**src/rtl/servo_pwm_driver_pkg.sv**
```systemverilog
// Shared definitions for the arm servo path: position limits, PWM FSM state
// encoding and the command clamp used by both the channels and the settled compare.
package brazo_pkg;

    localparam int unsigned POS_MAX   = 100;
    localparam int unsigned POS_RESET = 50;

    typedef enum logic {
        PWM_OFF = 1'b0,
        PWM_RUN = 1'b1
    } pwm_state_t;

    function automatic logic [7:0] clamp_pos(input logic [7:0] pos, input logic [7:0] limit);
        return (pos > limit) ? limit : pos;
    endfunction

endpackage

```
**src/rtl/servo_pwm_driver_if.sv**
```systemverilog
// Command/status bundle between the mode-select FSM side and the servo PWM driver.
interface servo_pwm_driver_if;

    logic       enable;
    logic [7:0] pos_x;
    logic [7:0] pos_y;
    logic [7:0] pos_z;
    logic       pwm_x;
    logic       pwm_y;
    logic       pwm_z;
    logic [7:0] cur_x;
    logic [7:0] cur_y;
    logic [7:0] cur_z;
    logic       frame_start;
    logic       settled;

    modport master (
        output enable, pos_x, pos_y, pos_z,
        input  pwm_x, pwm_y, pwm_z, cur_x, cur_y, cur_z, frame_start, settled
    );

    modport slave (
        input  enable, pos_x, pos_y, pos_z,
        output pwm_x, pwm_y, pwm_z, cur_x, cur_y, cur_z, frame_start, settled
    );

endinterface

```
**src/rtl/servo_pwm_driver_channel.sv**
```systemverilog
// One servo axis: clamps the command, slews the output position once per frame
// and compares the microsecond counter against the resulting pulse width.
module servo_channel #(
    parameter int unsigned MIN_PULSE_US = 1000,
    parameter int unsigned US_PER_STEP  = 10,
    parameter int unsigned POS_MAX      = brazo_pkg::POS_MAX,
    parameter int unsigned POS_RESET    = brazo_pkg::POS_RESET,
    parameter int unsigned MAX_STEP     = 2
) (
    input  logic        clk,
    input  logic        rst,
    input  logic        frame_end,
    input  logic        run,
    input  logic [15:0] us_cnt,
    input  logic [7:0]  pos,
    output logic        pwm,
    output logic [7:0]  cur
);
    import brazo_pkg::*;

    logic [7:0]        cur_q;
    logic              pwm_q;
    logic [7:0]        tgt;
    logic signed [8:0] diff;
    logic [7:0]        nxt;
    logic [15:0]       width;

    always_comb begin
        tgt   = clamp_pos(pos, 8'(POS_MAX));
        diff  = $signed({1'b0, tgt}) - $signed({1'b0, cur_q});
        nxt   = tgt;
        if (diff > $signed(9'(MAX_STEP))) begin
            nxt = cur_q + 8'(MAX_STEP);
        end else if (diff < -$signed(9'(MAX_STEP))) begin
            nxt = cur_q - 8'(MAX_STEP);
        end
        width = 16'(MIN_PULSE_US) + 16'(cur_q) * 16'(US_PER_STEP);
    end

    // cur only moves on the frame_end edge, so a new width starts at us_cnt 0
    always_ff @(posedge clk) begin
        if (!rst) begin
            cur_q <= 8'(POS_RESET);
            pwm_q <= 1'b0;
        end else begin
            if (frame_end) begin
                cur_q <= nxt;
            end
            pwm_q <= run && (us_cnt < width);
        end
    end

    assign pwm = pwm_q;
    assign cur = cur_q;

endmodule

```
**src/rtl/servo_pwm_driver.sv**
```systemverilog
// Three-axis hobby-servo PWM driver: microsecond timebase, OFF/RUN frame FSM,
// per-axis slewed channels and the all-axes settled flag.
module servo_pwm_driver #(
    parameter int unsigned CLK_HZ       = 50_000_000,
    parameter int unsigned FRAME_US     = 20000,
    parameter int unsigned MIN_PULSE_US = 1000,
    parameter int unsigned US_PER_STEP  = 10,
    parameter int unsigned POS_MAX      = brazo_pkg::POS_MAX,
    parameter int unsigned POS_RESET    = brazo_pkg::POS_RESET,
    parameter int unsigned MAX_STEP     = 2
) (
    input  logic               clk,
    input  logic               rst,
    servo_pwm_driver_if.slave  bus
);
    import brazo_pkg::*;

    localparam int unsigned DIV = CLK_HZ / 1_000_000;
    localparam int unsigned PW  = (DIV > 1) ? $clog2(DIV) : 1;

    pwm_state_t  state;
    logic [PW-1:0] presc;
    logic [15:0] us_cnt;
    logic        fs_q;
    logic        run;
    logic        us_tick;
    logic        frame_end;
    logic        pwm_x, pwm_y, pwm_z;
    logic [7:0]  cur_x, cur_y, cur_z;

    assign run       = (state == PWM_RUN);
    assign us_tick   = run && (presc == PW'(DIV - 1));
    assign frame_end = us_tick && (us_cnt == 16'(FRAME_US - 1));

    always_ff @(posedge clk) begin
        if (!rst) begin
            state  <= PWM_OFF;
            presc  <= '0;
            us_cnt <= '0;
            fs_q   <= 1'b0;
        end else begin
            case (state)
                PWM_OFF: begin
                    presc  <= '0;
                    us_cnt <= '0;
                    fs_q   <= bus.enable;
                    if (bus.enable) begin
                        state <= PWM_RUN;
                    end
                end
                PWM_RUN: begin
                    // enable is only honoured at a frame boundary so pulses are never cut short
                    fs_q <= frame_end && bus.enable;
                    if (us_tick) begin
                        presc  <= '0;
                        us_cnt <= frame_end ? '0 : us_cnt + 16'd1;
                    end else begin
                        presc <= presc + 1'b1;
                    end
                    if (frame_end && !bus.enable) begin
                        state <= PWM_OFF;
                    end
                end
                default: state <= PWM_OFF;
            endcase
        end
    end

    servo_channel #(
        .MIN_PULSE_US(MIN_PULSE_US), .US_PER_STEP(US_PER_STEP),
        .POS_MAX(POS_MAX), .POS_RESET(POS_RESET), .MAX_STEP(MAX_STEP)
    ) u_ch_x (
        .clk(clk), .rst(rst), .frame_end(frame_end), .run(run), .us_cnt(us_cnt),
        .pos(bus.pos_x), .pwm(pwm_x), .cur(cur_x)
    );

    servo_channel #(
        .MIN_PULSE_US(MIN_PULSE_US), .US_PER_STEP(US_PER_STEP),
        .POS_MAX(POS_MAX), .POS_RESET(POS_RESET), .MAX_STEP(MAX_STEP)
    ) u_ch_y (
        .clk(clk), .rst(rst), .frame_end(frame_end), .run(run), .us_cnt(us_cnt),
        .pos(bus.pos_y), .pwm(pwm_y), .cur(cur_y)
    );

    servo_channel #(
        .MIN_PULSE_US(MIN_PULSE_US), .US_PER_STEP(US_PER_STEP),
        .POS_MAX(POS_MAX), .POS_RESET(POS_RESET), .MAX_STEP(MAX_STEP)
    ) u_ch_z (
        .clk(clk), .rst(rst), .frame_end(frame_end), .run(run), .us_cnt(us_cnt),
        .pos(bus.pos_z), .pwm(pwm_z), .cur(cur_z)
    );

    assign bus.pwm_x       = pwm_x;
    assign bus.pwm_y       = pwm_y;
    assign bus.pwm_z       = pwm_z;
    assign bus.cur_x       = cur_x;
    assign bus.cur_y       = cur_y;
    assign bus.cur_z       = cur_z;
    assign bus.frame_start = fs_q;
    // held low while reset is asserted; otherwise a live compare in any state
    assign bus.settled     = rst
                             && (cur_x == clamp_pos(bus.pos_x, 8'(POS_MAX)))
                             && (cur_y == clamp_pos(bus.pos_y, 8'(POS_MAX)))
                             && (cur_z == clamp_pos(bus.pos_z, 8'(POS_MAX)));

endmodule
```
**src/flat_wrapper.sv**
```systemverilog
// flat-port wrapper written by rule: the top's interface ports become plain ports
module servo_pwm_driver_flat import brazo_pkg::*;
#(
    parameter int unsigned CLK_HZ       = 50_000_000,
    parameter int unsigned FRAME_US     = 20000,
    parameter int unsigned MIN_PULSE_US = 1000,
    parameter int unsigned US_PER_STEP  = 10,
    parameter int unsigned POS_MAX      = brazo_pkg::POS_MAX,
    parameter int unsigned POS_RESET    = brazo_pkg::POS_RESET,
    parameter int unsigned MAX_STEP     = 2
)
  (clk, rst, bus_enable, bus_pos_x, bus_pos_y, bus_pos_z, bus_pwm_x, bus_pwm_y, bus_pwm_z, bus_cur_x, bus_cur_y, bus_cur_z, bus_frame_start, bus_settled);
  servo_pwm_driver_if bus_i ();
  input  logic clk;
  input  logic rst;
  input wire logic [$bits(bus_i.enable)-1:0] bus_enable;
  input wire logic [$bits(bus_i.pos_x)-1:0] bus_pos_x;
  input wire logic [$bits(bus_i.pos_y)-1:0] bus_pos_y;
  input wire logic [$bits(bus_i.pos_z)-1:0] bus_pos_z;
  output wire logic [$bits(bus_i.pwm_x)-1:0] bus_pwm_x;
  output wire logic [$bits(bus_i.pwm_y)-1:0] bus_pwm_y;
  output wire logic [$bits(bus_i.pwm_z)-1:0] bus_pwm_z;
  output wire logic [$bits(bus_i.cur_x)-1:0] bus_cur_x;
  output wire logic [$bits(bus_i.cur_y)-1:0] bus_cur_y;
  output wire logic [$bits(bus_i.cur_z)-1:0] bus_cur_z;
  output wire logic [$bits(bus_i.frame_start)-1:0] bus_frame_start;
  output wire logic [$bits(bus_i.settled)-1:0] bus_settled;
  assign bus_i.enable = bus_enable;
  assign bus_i.pos_x = bus_pos_x;
  assign bus_i.pos_y = bus_pos_y;
  assign bus_i.pos_z = bus_pos_z;
  assign bus_pwm_x = bus_i.pwm_x;
  assign bus_pwm_y = bus_i.pwm_y;
  assign bus_pwm_z = bus_i.pwm_z;
  assign bus_cur_x = bus_i.cur_x;
  assign bus_cur_y = bus_i.cur_y;
  assign bus_cur_z = bus_i.cur_z;
  assign bus_frame_start = bus_i.frame_start;
  assign bus_settled = bus_i.settled;
  servo_pwm_driver #(.CLK_HZ(CLK_HZ), .FRAME_US(FRAME_US), .MIN_PULSE_US(MIN_PULSE_US), .US_PER_STEP(US_PER_STEP), .POS_MAX(POS_MAX), .POS_RESET(POS_RESET), .MAX_STEP(MAX_STEP)) u_core (.clk(clk), .rst(rst), .bus(bus_i));
endmodule
```
**config.mk**
```make
export PLATFORM = sky130hd
export DESIGN_NAME = servo_pwm_driver_flat
export DESIGN_NICKNAME = d
export VERILOG_FILES = /design/src/rtl/servo_pwm_driver_pkg.sv /design/src/rtl/servo_pwm_driver_if.sv /design/src/rtl/servo_pwm_driver_channel.sv /design/src/rtl/servo_pwm_driver.sv /design/src/flat_wrapper.sv
export SDC_FILE = /design/constraint.sdc
export NUM_CORES = 1
export LEC_CHECK = 0
export CAP_MARGIN = 20
export CORE_ASPECT_RATIO = 0.8
export CORE_MARGIN = 5
export CORE_UTILIZATION = 60
export CTS_BUF_LIST = sky130_fd_sc_hd__clkbuf_4 sky130_fd_sc_hd__clkbuf_8 sky130_fd_sc_hd__clkbuf_16
export DETAILED_ROUTE_END_ITERATION = 12
export PLACE_DENSITY = 0.9
export RECOVER_POWER = 100
export SLEW_MARGIN = 25
export SYNTH_ARGS = -nofsm -noshare
export SYNTH_HDL_FRONTEND = slang
export SYNTH_HIERARCHICAL = 1
export SYNTH_SLANG_ARGS = --single-unit
```
**constraint.sdc**
```tcl
create_clock -name clk -period 5.7 [get_ports clk]
set_input_delay 0.57 -clock clk [delete_from_list [all_inputs] [get_ports clk]]
set_output_delay 0.57 -clock clk [all_outputs]
set_load 0.01 [all_outputs]
```
== Word-level counts from Yosys, hierarchy flattened ==
Index checks and enable logic that the tools add are counted.

* Memories kept: 0
* Bits in read-only memories: 0
* Bits in writable memories: 0
* Register bits after elaboration: 51
* Word-level logic and storage cells: 75
* Bits of input ports: 27
* Bits in latches: 0

* Reduce and logical (&&, ||, !) cells: 11
* Eq/ne operators: 6
* Bitwise gates (word level): 1
* $mul: 3
* Add/sub/neg operators: 14
* Shift operators: 0
* Divide/modulo/power cells: 0
* Mux-type cells: 18
* Order comparisons: 12

{| class="wikitable"
|+ Operators with widths
! kind !! number
|-
| $mux W8 || 9
|-
| $lt A16 B13 Y1 || 3
|-
| $add A10 B12 Y13 const A || 3
|-
| $mul A8 B3 Y11 const B || 3
|-
| $mux W16 || 2
|-
| $pmux W16 S2 || 1
|-
| $gt A9 B3 Y1 const B || 3
|-
| $lt A9 B2 Y1 const B || 3
|-
| $sub A8 B8 Y9 || 3
|-
| $add A8 B2 Y8 const B || 3
|-
| $eq A8 B8 Y1 || 3
|-
| $gt A8 B7 Y1 const B || 3
|-
| $sub A8 B2 Y8 const B || 3
|-
| $add A16 B1 Y16 const B || 1
|-
| $eq A16 B15 Y1 const B || 1
|-
| $pmux W6 S2 || 1
|-
| $logic_and A1 B1 Y1 || 10
|-
| $add A6 B1 Y6 const B || 1
|-
| $eq A6 B6 Y1 const B || 1
|-
| $mux W6 || 1
|-
| $pmux W1 S2 || 2
|-
| $mux W1 || 2
|-
| $ne A2 B2 Y1 const B || 1
|-
| $logic_not A1 Y1 || 1
|-
| $not A1 Y1 || 1
|}

== Depth between registers and ports, before layout ==
* Depth after elaboration: 6
* Depth in mapped cells: 16
* Depth with buffers taken out: 16

== Modules after synthesis ==
Netlist, hierarchy kept.

{| class="wikitable"
|+ By module, submodules not included
! module !! area each (um2) !! instances !! cells an instance
|-
| servo_channel || 1,938.1 || 3 || 249
|-
| servo_pwm_driver || 1,625.3 || 1 || 213
|}

== Worst setup path before layout ==
No wires, ideal clock.

* Kind: flip-flop to flip-flop
* From: register u_core.u_ch_x.cur_q[3] (netlist: u_core/u_ch_x/cur[3])
* To: register u_core.u_ch_x.pwm_q (netlist: u_core/u_ch_x/pwm)
* Period minus slack after synthesis: 3.654 ns
* Slack: 2.046 ns
* Library setup time: 0.070 ns
* Stages on the path, launching flop included: 15
* Required time: 5.630 ns
* Arrival: 3.584 ns
* Buffers on the path: 0
* Path through: dfxtp_1 -> ha_1 -> ha_1 -> fa_1 -> xor2_1 -> or3_1 -> nor3_1 -> xnor2_1 -> xnor2_1 -> ha_1 -> a21o_1 -> a21o_1 -> a21oi_1 -> o2111ai_1 -> a21oi_1

* Longest elaborated chain between the ends: 4

{| class="wikitable"
|+ RTL lines
! item !! RTL line !! source
|-
| start: declaration || servo_pwm_driver_channel.sv:21 || <nowiki>logic [7:0] cur_q;</nowiki>
|-
| start signal: assignment || servo_pwm_driver_channel.sv:43 || <nowiki>cur_q <= 8'(POS_RESET);</nowiki>
|-
| start signal: assignment || servo_pwm_driver_channel.sv:47 || <nowiki>cur_q <= nxt;</nowiki>
|-
| $mul A8 B3 Y11 || servo_pwm_driver_channel.sv:37 || <nowiki>width = 16'(MIN_PULSE_US) + 16'(cur_q) * 16'(US_PER_STEP);</nowiki>
|-
| $add A10 B12 Y13 || servo_pwm_driver_channel.sv:37 ||
|-
| $lt A16 B13 Y1 || servo_pwm_driver_channel.sv:49 || <nowiki>pwm_q <= run && (us_cnt < width);</nowiki>
|-
| $logic_and A1 B1 Y1 || servo_pwm_driver_channel.sv:49 ||
|-
| end signal: assignment || servo_pwm_driver_channel.sv:49 ||
|-
| end: declaration || servo_pwm_driver_channel.sv:22 || <nowiki>logic pwm_q;</nowiki>
|}

Every way passes these cells.
A chain may end at the register's enable or synchronous reset.

== Worst setup path in the final report ==
* From: input port rst
* To: output port bus_settled

* Longest elaborated chain between the ends: 3

{| class="wikitable"
|+ RTL lines
! item !! RTL line !! source
|-
| start: declaration || flat_wrapper.sv:15 || <nowiki>input logic rst;</nowiki>
|-
| $logic_and A1 B1 Y1 || servo_pwm_driver.sv:102 || <nowiki>&& (cur_x == clamp_pos(bus.pos_x, 8'(POS_MAX)))</nowiki>
|-
| $logic_and A1 B1 Y1 || servo_pwm_driver.sv:103 || <nowiki>&& (cur_y == clamp_pos(bus.pos_y, 8'(POS_MAX)))</nowiki>
|-
| $logic_and A1 B1 Y1 || servo_pwm_driver.sv:104 || <nowiki>&& (cur_z == clamp_pos(bus.pos_z, 8'(POS_MAX)));</nowiki>
|-
| end: declaration || flat_wrapper.sv:27 || <nowiki>output wire logic [$bits(bus_i.settled)-1:0] bus_settled;</nowiki>
|}

Every way passes these cells.

==> results.cfg <==
[run_status]
status = finished, final reports clean

[placed_design]
gp_congestion = 0.981
io_buffers = 55
dp_hpwl_um = 14800
place_inst = 1158

[global_route]
grt_pass1_vias = 7025
overflow = 0
grt_pass1_wl_um = 32800
antenna_found_initial = 0
grt_start_max_net_pins = 28
grt.total_usage_pct = 26.2

[clocking]
htreeDepth = 2
path_clk_slew_ns = 0.08
clk_latency_ns = 0.30
cts_buffer_depth = 2
cts_tree = yes
cts_made_buffers = 5
cts.sinks = 51
post_cts_buffers = 0
cts_hold_buffers = 0
cts.root.buffer_cell = clkbuf_16
cts_resized = 0

[sta]
rsz0062_at_grt = false
fmax_mhz = 209
setup_viol = 0
holdWs_ns = 0.466
fin_crit_sh_pct = 84.1
fin_crit_ns = 4.80
skew_ns = 0.00695
slew_violations = 0
final_hold_viol_count = 0
max-slew-margin-rel_pct = 7.62
setup-tns-final_ns = 0
worst_pin_slew_ns = 1.39

[yosys]
ys_ff_latch = 51
synthArstFlopShare_pct = 0
avgSynthCellArea_um2 = 7.75
synth_cells = 960
ys_types = 73
netlist_area_um2 = 7440
synth-edff-count = 0
syn_nets = 1101
synth_seq_area_share_pct = 13.7
synth_ff_type = dfxtp_1
ys_warn_count = 6

[layout]
instances_no_fill = 1166
num_antenna_cells = 0
nFillCells = 1000
mostFrequentLayoutCells = ha_1 (111), nor2_1 (94), nand2_1 (62), dfxtp_1 (51), inv_1 (50)
areaGrowthSynthToFinish_pct = 10.9
layout.cells.most_common = ha_1
nets = 1154
drive_gt1_share_pct = 4.54

[die]
core_area_um2 = 12200
die_x_um = 134
die_y_um = 110
io_pins = 56
rows = 36
initial_core_util_pct = 61.2
die-area_um2 = 14700

[routing]
dr.first_iter.drc_count = 729
dr_total_vias = 7698
wl_um = 19800
antenna_left = 0
vias_per_cell = 6.60
wl_per_cell_um = 17.0
drc = 0
first_pass_iters = 5

[worst_setup_path]
critPathKind = input pin to output port
r2r_start = u_core/u_ch_x/cur[3]
crit_start = rst
critPathCaptureType = output port
r2r_cells = 14
required_ns = 5.13
cp_max_fo = 25
start_kind = input pin
critPathArrivalTime_ns = 4.23
crit_path_end = bus_settled
r2r_slack_ns = 1.35
timing.rr.end = u_core/u_ch_x/pwm

[min_path]
hp-start = u_core/presc[0]
hold_path.class = flop to flop

[pwr]
peakVddDrop_v = 0.000114
cellPowerDensity_nw_per_um2 = 107
leakage_uw = 0.00363

[flow_run]
maxCapViolations = 0
==> where the power goes <==
part           leakage [uW]  switching [uW]  internal (uW)  total (uW)
combinational       0.00314             114           85.7         200
clock             0.0000748             157            167         324
sequential         0.000412            1.92            358         360
==> through the flow <==
stage               cell area, um2  setup slack (ns)  power (uW)  utilization, %
finish                        8250             0.904         884            67.9
global route                  8250             0.603         921            67.9
CTS                           8300              1.48         887            68.3
detailed placement            8150              1.28         567            67.0
global placement              8150              1.35         564            67.0
floorplan                     7440              2.05         501               -
==> per-layer routing <==
| layer | track usage (%) | share of wire, % | wire, um | vias to the layer above |
|---|---|---|---|---|
| met5 | 0 | 0 | 0 | - |
| met4 | 6.90 | 1.6 | 325 | 0 |
| met3 | 4.39 | 7.9 | 1570 | 37 |
| met2 | 43.4 | 45 | 8860 | 394 |
| met1 | 35.7 | 46 | 9050 | 3547 |
| li1 | - | - | - | 3720 |
==> registers in the layout, summed over array words and instances, names as in the netlist <==
name                    flops
u_core/bus.frame_start      1
u_core/presc                6
u_core/run                  1
u_core/u_ch_x/cur           8
u_core/u_ch_x/pwm           1
u_core/u_ch_y/cur           8
u_core/u_ch_y/pwm           1
u_core/u_ch_z/cur           8
u_core/u_ch_z/pwm           1
u_core/us_cnt              16
==> cells in the mapped netlist (19+ instances only) <==
| cell | count | area share [%] |
|---|---|---|
| o21ai_0 | 34 | 2.3 |
| nand2_1 | 62 | 3.1 |
| nand3_1 | 24 | 1.6 |
| ha_1 | 111 | 19 |
| a21o_1 | 38 | 3.8 |
| xnor2_1 | 42 | 4.9 |
| nor3_1 | 36 | 2.4 |
| dfxtp_1 | 51 | 14 |
| xor2_1 | 38 | 4.5 |
| nor2_1 | 94 | 4.7 |
| a21oi_1 | 47 | 3.2 |
| or2_2 | 19 | 1.6 |
| a31oi_1 | 22 | 1.8 |
| inv_1 | 50 | 2.5 |
==> cells by family after synthesis <==
family / Yosys count / share of synthesized area [%]
and+or+nand+nor: 357 / 25.2
AOI/OAI and AO/OA: 267 / 25.5
adders and majority gates: 117 / 19.9
xor gates and xnor gates: 80 / 9.42
buffers and inverters: 66 / 3.48
DFF: 51 / 13.7
muxes: 19 / 2.62
other: 3 / 0.151
==> how the worst min path moves through the flow <==
stage	endpoint	slack, ns	cells past startpoint
after detailed placement	u_core/presc[0]	0.45	1
after CTS	u_core/presc[0]	0.47	1
after global placement	u_core/presc[0]	0.44	1
final	u_core/presc[0]	0.47	1
after floorplan	u_core/presc[0]	0.43	1
after global routing	u_core/presc[0]	0.50	1
==> cell type report <==
type	instances	area, um2	area share (%)
Tap cell	152	190	2.30
Clock inverter	3	26.3	0.318
Sequential cell	51	1020	12.4
Inverter	53	199	2.41
Multi-Input combinational cell	843	6120	74.1
Clock buffer	5	125	1.52
Timing Repair Buffer	59	577	6.99
==> worst max-delay path, cell delays in order <==
cell           delay, ns
dlygate4sd3_1       0.52
clkbuf_1            1.01
inv_1               0.35
nor4_1              0.44
o2111ai_1           0.16
nor4_1              0.33
and4b_1             0.24
dlygate4sd3_1       0.60
(Power assumes the default switching activity.)
